[config.mk]
export PLATFORM = sky130hd
export DESIGN_NAME = register_file_arbiter
export DESIGN_NICKNAME = d
export VERILOG_FILES = /design/src/rtl/register_file_arbiter_pkg.sv /design/src/rtl/register_file_arbiter_rr_arbiter.sv /design/src/rtl/register_file_arbiter.sv
export SDC_FILE = /design/constraint.sdc
export NUM_CORES = 1
export LEC_CHECK = 0
export CAP_MARGIN = 10
export CORE_MARGIN = 4
export CORE_UTILIZATION = 25
export CTS_CLUSTER_SIZE = 30
export DETAILED_ROUTE_END_ITERATION = 12
export PLACE_DENSITY = 0.6
export SYNTH_ARGS = -nofsm -noshare
export SYNTH_HDL_FRONTEND = slang
export SYNTH_SLANG_ARGS = --single-unit
[constraint.sdc]
create_clock -name clk -period 2.3 [get_ports clk]
set_clock_uncertainty 0.05 [all_clocks]
set_input_delay 0.46 -clock clk [delete_from_list [all_inputs] [get_ports clk]]
set_output_delay 0.46 -clock clk [all_outputs]
set_load 0.01 [all_outputs]
[src/rtl/register_file_arbiter_pkg.sv]
// Shared types and helpers for the register-file arbiter and its round-robin picker.
package register_file_arbiter_pkg;

    localparam int NREQ_DEF   = 4;
    localparam int WIDTH1_DEF = 32;
    localparam int WIDTH2_DEF = 5;

    // Helpers are sized for the largest supported requester count (8).
    localparam int NREQ_MAX  = 8;
    localparam int IDX_W_MAX = 3;

    typedef enum logic {
        IDLE   = 1'b0,
        ACCESS = 1'b1
    } arb_state_e;

    function automatic logic [NREQ_MAX-1:0] onehot(input logic [IDX_W_MAX-1:0] idx);
        logic [NREQ_MAX-1:0] v;
        v      = '0;
        v[idx] = 1'b1;
        return v;
    endfunction

    // Next requester index with an explicit wrap, so non-power-of-2 counts work.
    function automatic int next_index(input int idx, input int n);
        return (idx >= n - 1) ? 0 : idx + 1;
    endfunction

endpackage

[src/rtl/register_file_arbiter_rr_arbiter.sv]
// Combinational round-robin picker: first eligible requester after ptr, wrapping.
module register_file_arbiter_rr_arbiter
    import register_file_arbiter_pkg::*;
#(
    parameter int NREQ = NREQ_DEF,
    localparam int PW  = $clog2(NREQ)
) (
    input  logic [NREQ-1:0] eligible_i,
    input  logic [PW-1:0]   ptr_i,
    output logic            any_o,
    output logic [PW-1:0]   grant_idx_o,
    output logic [NREQ-1:0] grant_oh_o
);

    // Walk the requesters starting one past the pointer; first hit wins.
    always_comb begin
        logic [PW-1:0] cand;
        logic          found;
        any_o       = 1'b0;
        grant_idx_o = '0;
        grant_oh_o  = '0;
        found       = 1'b0;
        cand        = PW'(next_index(int'(ptr_i), NREQ));
        for (int k = 0; k < NREQ; k++) begin
            if (!found && eligible_i[cand]) begin
                found       = 1'b1;
                grant_idx_o = cand;
            end
            cand = PW'(next_index(int'(cand), NREQ));
        end
        any_o      = found;
        grant_oh_o = found ? NREQ'(onehot(IDX_W_MAX'(grant_idx_o))) : '0;
    end

endmodule

[src/rtl/register_file_arbiter.sv]
// Shares one single-port register file between NREQ requesters, one access per cycle.
//
// state  | meaning
// -------+---------------------------------------------------------------
// IDLE   | no access driven; rf_sel low, waiting for any req_valid
// ACCESS | latched command of winner g on the rf port, req_ready[g] high
module register_file_arbiter
    import register_file_arbiter_pkg::*;
#(
    parameter int NREQ   = NREQ_DEF,
    parameter int WIDTH1 = WIDTH1_DEF,
    parameter int WIDTH2 = WIDTH2_DEF
) (
    input  logic                     clk,
    input  logic                     reset,
    input  logic [NREQ-1:0]          req_valid,
    input  logic [NREQ-1:0]          req_wr,
    input  logic [NREQ*WIDTH2-1:0]   req_addr,
    input  logic [NREQ*WIDTH1-1:0]   req_wdata,
    output logic [NREQ-1:0]          req_ready,
    output logic [NREQ-1:0]          rsp_valid,
    output logic [WIDTH1-1:0]        rsp_rdata,
    output logic                     rf_sel,
    output logic                     rf_wr,
    output logic [WIDTH2-1:0]        rf_addr,
    output logic [WIDTH1-1:0]        rf_wdata,
    input  logic [WIDTH1-1:0]        rf_rdata
);

    localparam int PW = $clog2(NREQ);

    arb_state_e        state_q, state_d;
    logic [PW-1:0]     ptr_q, ptr_d;
    logic [PW-1:0]     g_q, g_d;
    logic              wr_q, wr_d;
    logic [WIDTH2-1:0] addr_q, addr_d;
    logic [WIDTH1-1:0] wdata_q, wdata_d;
    logic [NREQ-1:0]   ready_q, ready_d;
    logic [NREQ-1:0]   rsp_valid_q, rsp_valid_d;
    logic [WIDTH1-1:0] rsp_rdata_q, rsp_rdata_d;

    logic [NREQ-1:0]   cur_oh;
    logic [NREQ-1:0]   eligible;
    logic              win_any;
    logic [PW-1:0]     win_idx;
    logic [NREQ-1:0]   win_oh;

    // The requester being served still holds valid during its ready cycle; mask it.
    assign cur_oh   = NREQ'(onehot(IDX_W_MAX'(g_q)));
    assign eligible = (state_q == ACCESS) ? (req_valid & ~cur_oh) : req_valid;

    register_file_arbiter_rr_arbiter #(.NREQ(NREQ)) u_rr (
        .eligible_i  (eligible),
        .ptr_i       (ptr_q),
        .any_o       (win_any),
        .grant_idx_o (win_idx),
        .grant_oh_o  (win_oh)
    );

    // Next state: pick a winner, latch its command, and capture read data of the current access.
    always_comb begin
        state_d     = IDLE;
        ptr_d       = ptr_q;
        g_d         = g_q;
        wr_d        = wr_q;
        addr_d      = addr_q;
        wdata_d     = wdata_q;
        ready_d     = '0;
        rsp_valid_d = '0;
        rsp_rdata_d = rsp_rdata_q;
        case (state_q)
            IDLE: begin
                if (win_any) begin
                    state_d = ACCESS;
                end
            end
            ACCESS: begin
                if (!wr_q) begin
                    rsp_valid_d = cur_oh;
                    rsp_rdata_d = rf_rdata;
                end
                if (win_any) begin
                    state_d = ACCESS;
                end
            end
            default: state_d = IDLE;
        endcase
        if (win_any) begin
            ptr_d   = win_idx;
            g_d     = win_idx;
            wr_d    = req_wr[win_idx];
            addr_d  = req_addr[int'(win_idx)*WIDTH2 +: WIDTH2];
            wdata_d = req_wdata[int'(win_idx)*WIDTH1 +: WIDTH1];
            ready_d = win_oh;
        end
    end

    // State, command latch, pointer and response registers.
    always_ff @(posedge clk) begin
        if (reset) begin
            state_q     <= IDLE;
            ptr_q       <= PW'(NREQ - 1);
            g_q         <= '0;
            wr_q        <= 1'b0;
            addr_q      <= '0;
            wdata_q     <= '0;
            ready_q     <= '0;
            rsp_valid_q <= '0;
            rsp_rdata_q <= '0;
        end else begin
            state_q     <= state_d;
            ptr_q       <= ptr_d;
            g_q         <= g_d;
            wr_q        <= wr_d;
            addr_q      <= addr_d;
            wdata_q     <= wdata_d;
            ready_q     <= ready_d;
            rsp_valid_q <= rsp_valid_d;
            rsp_rdata_q <= rsp_rdata_d;
        end
    end

    assign rf_sel    = (state_q == ACCESS);
    assign rf_wr     = rf_sel & wr_q;
    assign rf_addr   = addr_q;
    assign rf_wdata  = wdata_q;
    assign req_ready = ready_q;
    assign rsp_valid = rsp_valid_q;
    assign rsp_rdata = rsp_rdata_q;

endmodule
==> results of run 1 <==
==> power by group through the flow <==
stage	combinational, W	sequential [W]	clock, W
CTS	0.00302	0.00193	0.00144
floorplan	0.00136	0.00206	0
finish	0.00301	0.00193	0.00138
global route	0.00325	0.00198	0.00152
detailed placement	0.00301	0.00196	0
global placement	0.00298	0.00194	0
==> worst max-delay path, delay by kind of cell <==
| family | cells | cell delay, ns |
|---|---|---|
| AO/OA/AOI/OAI | 4 | 0.66 |
| buffers and inverters | 3 | 0.92 |
| multiplexers | 1 | 0.33 |
==> sequential cells by signal, summed over array words and instances (netlist names) <==
register and count:
rsp_rdata 32, rf_wdata 32, rf_addr 5, req_ready 4, wr_q 1, rf_sel 1, ptr_q 2, rsp_valid 4
g_q 2
==> stage by stage <==
step / total power, W / setup TNS, ns / worst slack [ns]
after detailed placement: 0.004970 / -12.37 / -0.3175
after global placement: 0.004929 / -11.25 / -0.2932
after global routing: 0.006751 / -0.001922 / -0.001922
after floorplan: 0.003424 / 0 / 0.01172
final: 0.006322 / 0 / 0.05737
after CTS: 0.006393 / 0 / 0.007335
==> cells by family after synthesis <==
group                    after synthesis  share of synthesized area
AO/OA/AOI/OAI                        168                     0.3046
adder cells (fa/ha/maj)                1                   0.002871
buffers and inverters                 51                    0.05398
flip-flops                            83                     0.3813
multiplexers                          39                    0.08958
AND/OR/NAND/NOR                      151                     0.1677
==> final timing paths <==
path / depth (start not counted) / endpoint / from / slack (ns)
worst max register to register: 7 / rf_wdata[1] / rf_sel / 0.16
worst max-delay path: 8 / rf_addr[3] / req_valid[1] / 0.06
worst min-delay path: 2 / rsp_rdata[8] / rsp_rdata[8] / 0.41
worst min register to register: 2 / rsp_rdata[8] / rsp_rdata[8] / 0.41
==> timing repair <==
action / 4_1_cts / 5_1_grt
buffers inserted: 0 / 0
resized for setup: 0 / 10
setup endpoints to repair: 0 / 39
==> cell type report <==
| cell class | instances | area, um2 |
|---|---|---|
| fillers | 1652 | 9240 |
| repair buffers | 315 | 3136 |
| multi-input cells | 359 | 2544 |
| flip-flops and latches | 83 | 1663 |
| well taps | 225 | 281.5 |
| clock buffers | 10 | 239.0 |
| clock inverters | 6 | 47.55 |
| inverters | 7 | 26.28 |
==> per-layer routing <==
metal	GRT usage	vias up	part of all wire
met5	0	-	0
met4	0.04946	0	0.021
met3	0.06214	22	0.090
met2	0.2788	205	0.50
met1	0.1751	2121	0.39
li1	-	2330	-
==> layout by cell type, fill, tap and decap left out, types with 7 or more instances in the layout <==
cell type and instances:
clkdlybuf4s50_1 265, nand2_1 84, dfxtp_1 82, a21oi_1 43, mux2i_1 39, buf_4 39
nand2b_1 36, a22oi_1 33, o21bai_1 32, o22ai_2 31, clkbuf_16 9, buf_12 8
and2_1 7
==> metrics, run 1 <==
synthesis-to-layout area growth=82.11%; grt total ovfl=0; Critical Path End Type=register; vias in the first global route=between 4k and 5k; Yosys Warn Count=0; Top Ports=between 200 and 300; max-cap violation count=0; die area=between 15,000 and 20,000 um2; Finished Layout Cells=1,005; cts bufs inserted=9; Comb power frac=0.476; final hold slack=roughly 0.41 ns; Cell variety after synth=44; CTS root buffer=clkbuf_16; hold violation total from the final report=0; minimum clock period=2.243 ns; Nets=roughly 970; clock latency on the worst-skew pair=0.34 ns; initial antenna violation count=0; number of port buffers=around 270; WL/cell=about 16 um; synth cell count leaders=nand2_1 (84), dfxtp_1 (83), a21oi_1 (43); CP cell instances=clkdlybuf4s50_1 > inv_1 > o22ai_1 > a21oi_1 > o2bb2ai_4 > buf_12 > mux2i_1 > o22ai_2; H-Tree Depth=3; Setup crit start kind=input port; power share of the clock group=0.218; Synth top area share=0.3813; global-route wire length before repair=25,190 um; fin. max-slew vios=0; Design Area, Final=approximately 7900 um2; critical path required time=2.47 ns; slowest CP cell=clkdlybuf4s50_1; Psw=0.002144 W; n_diodes=0; placed insts=approximately 990; CP Class=in -> reg; crit share post-route=0.9751; Area contributors post-synth=dfxtp_1 (38%), mux2i_1 (9.0%), o22ai_2 (8.6%); Core ar.=between 15,000 and 20,000 um2; max frequency=445.9 MHz; setup violators final=0; Die H=~140 um; via count=around 4.7k; fraction of registers with async set/reset=0; relative slew slack=0.6380; Synth Flop Type=dfxtp_1; worst vdd ir=around 0.35 mV; Post-Syn Area=4358 um2; sequential area share after synthesis=0.3813; crit path max fanout=30; via/cell ratio=~4.7; internal power=between 0.004 and 0.005 W; Hold WC Path Type=reg -> reg; number of DRC markers in iteration 0=204; Slew @ Worst Pin=0.5430 ns; Seq pwr share=0.306; Clk pin slew, worst setup/hold paths=about 0.06 ns; Leakage=~3.1 nW; GPL Wtd Cong=approximately 0.9; register bit count reported by yosys=a little over 80; clock sinks=83; clock buffer depth=2; sw frac=0.3391; share of cells above drive strength 1=0.1397; critical path arrival=about 2.4 ns; Placement Cell Area=7595 um2; syn avg cell area=slightly below 9 um2; initial core utilization=0.2537; Mapped Cells=approximately 500; DP HPWL=between 10,000 and 15,000 um; DIE WIDTH=between 100 and 150 um; total track usage=0.1582; slowest cell delay on critical path=roughly 0.54 ns; antenna viol nets, final=0; cts hold-fix bufs=0; status=completed; CTS tree=built; syn nets=between 600 and 700; dominant cell type by area after synthesis=dfxtp_1; Layout Utilization=0.4620; Routed WL=16,030 um; drt pass-1 iters=6; Post-route DRC=0; Rows=48; count leader, synth=nand2_1; EDFF count, synth=0; largest net degree at the start of global routing=between 50 and 60; PwrDens=about 800 nW/um2
(Power assumes the default switching activity.)
==> run 2: changes to the inputs <==
Settings changed: PLACE_DENSITY 0.6 to not set.
==> results of run 2 <==
Final layout, timing and power as in run 1 (identical DEF).
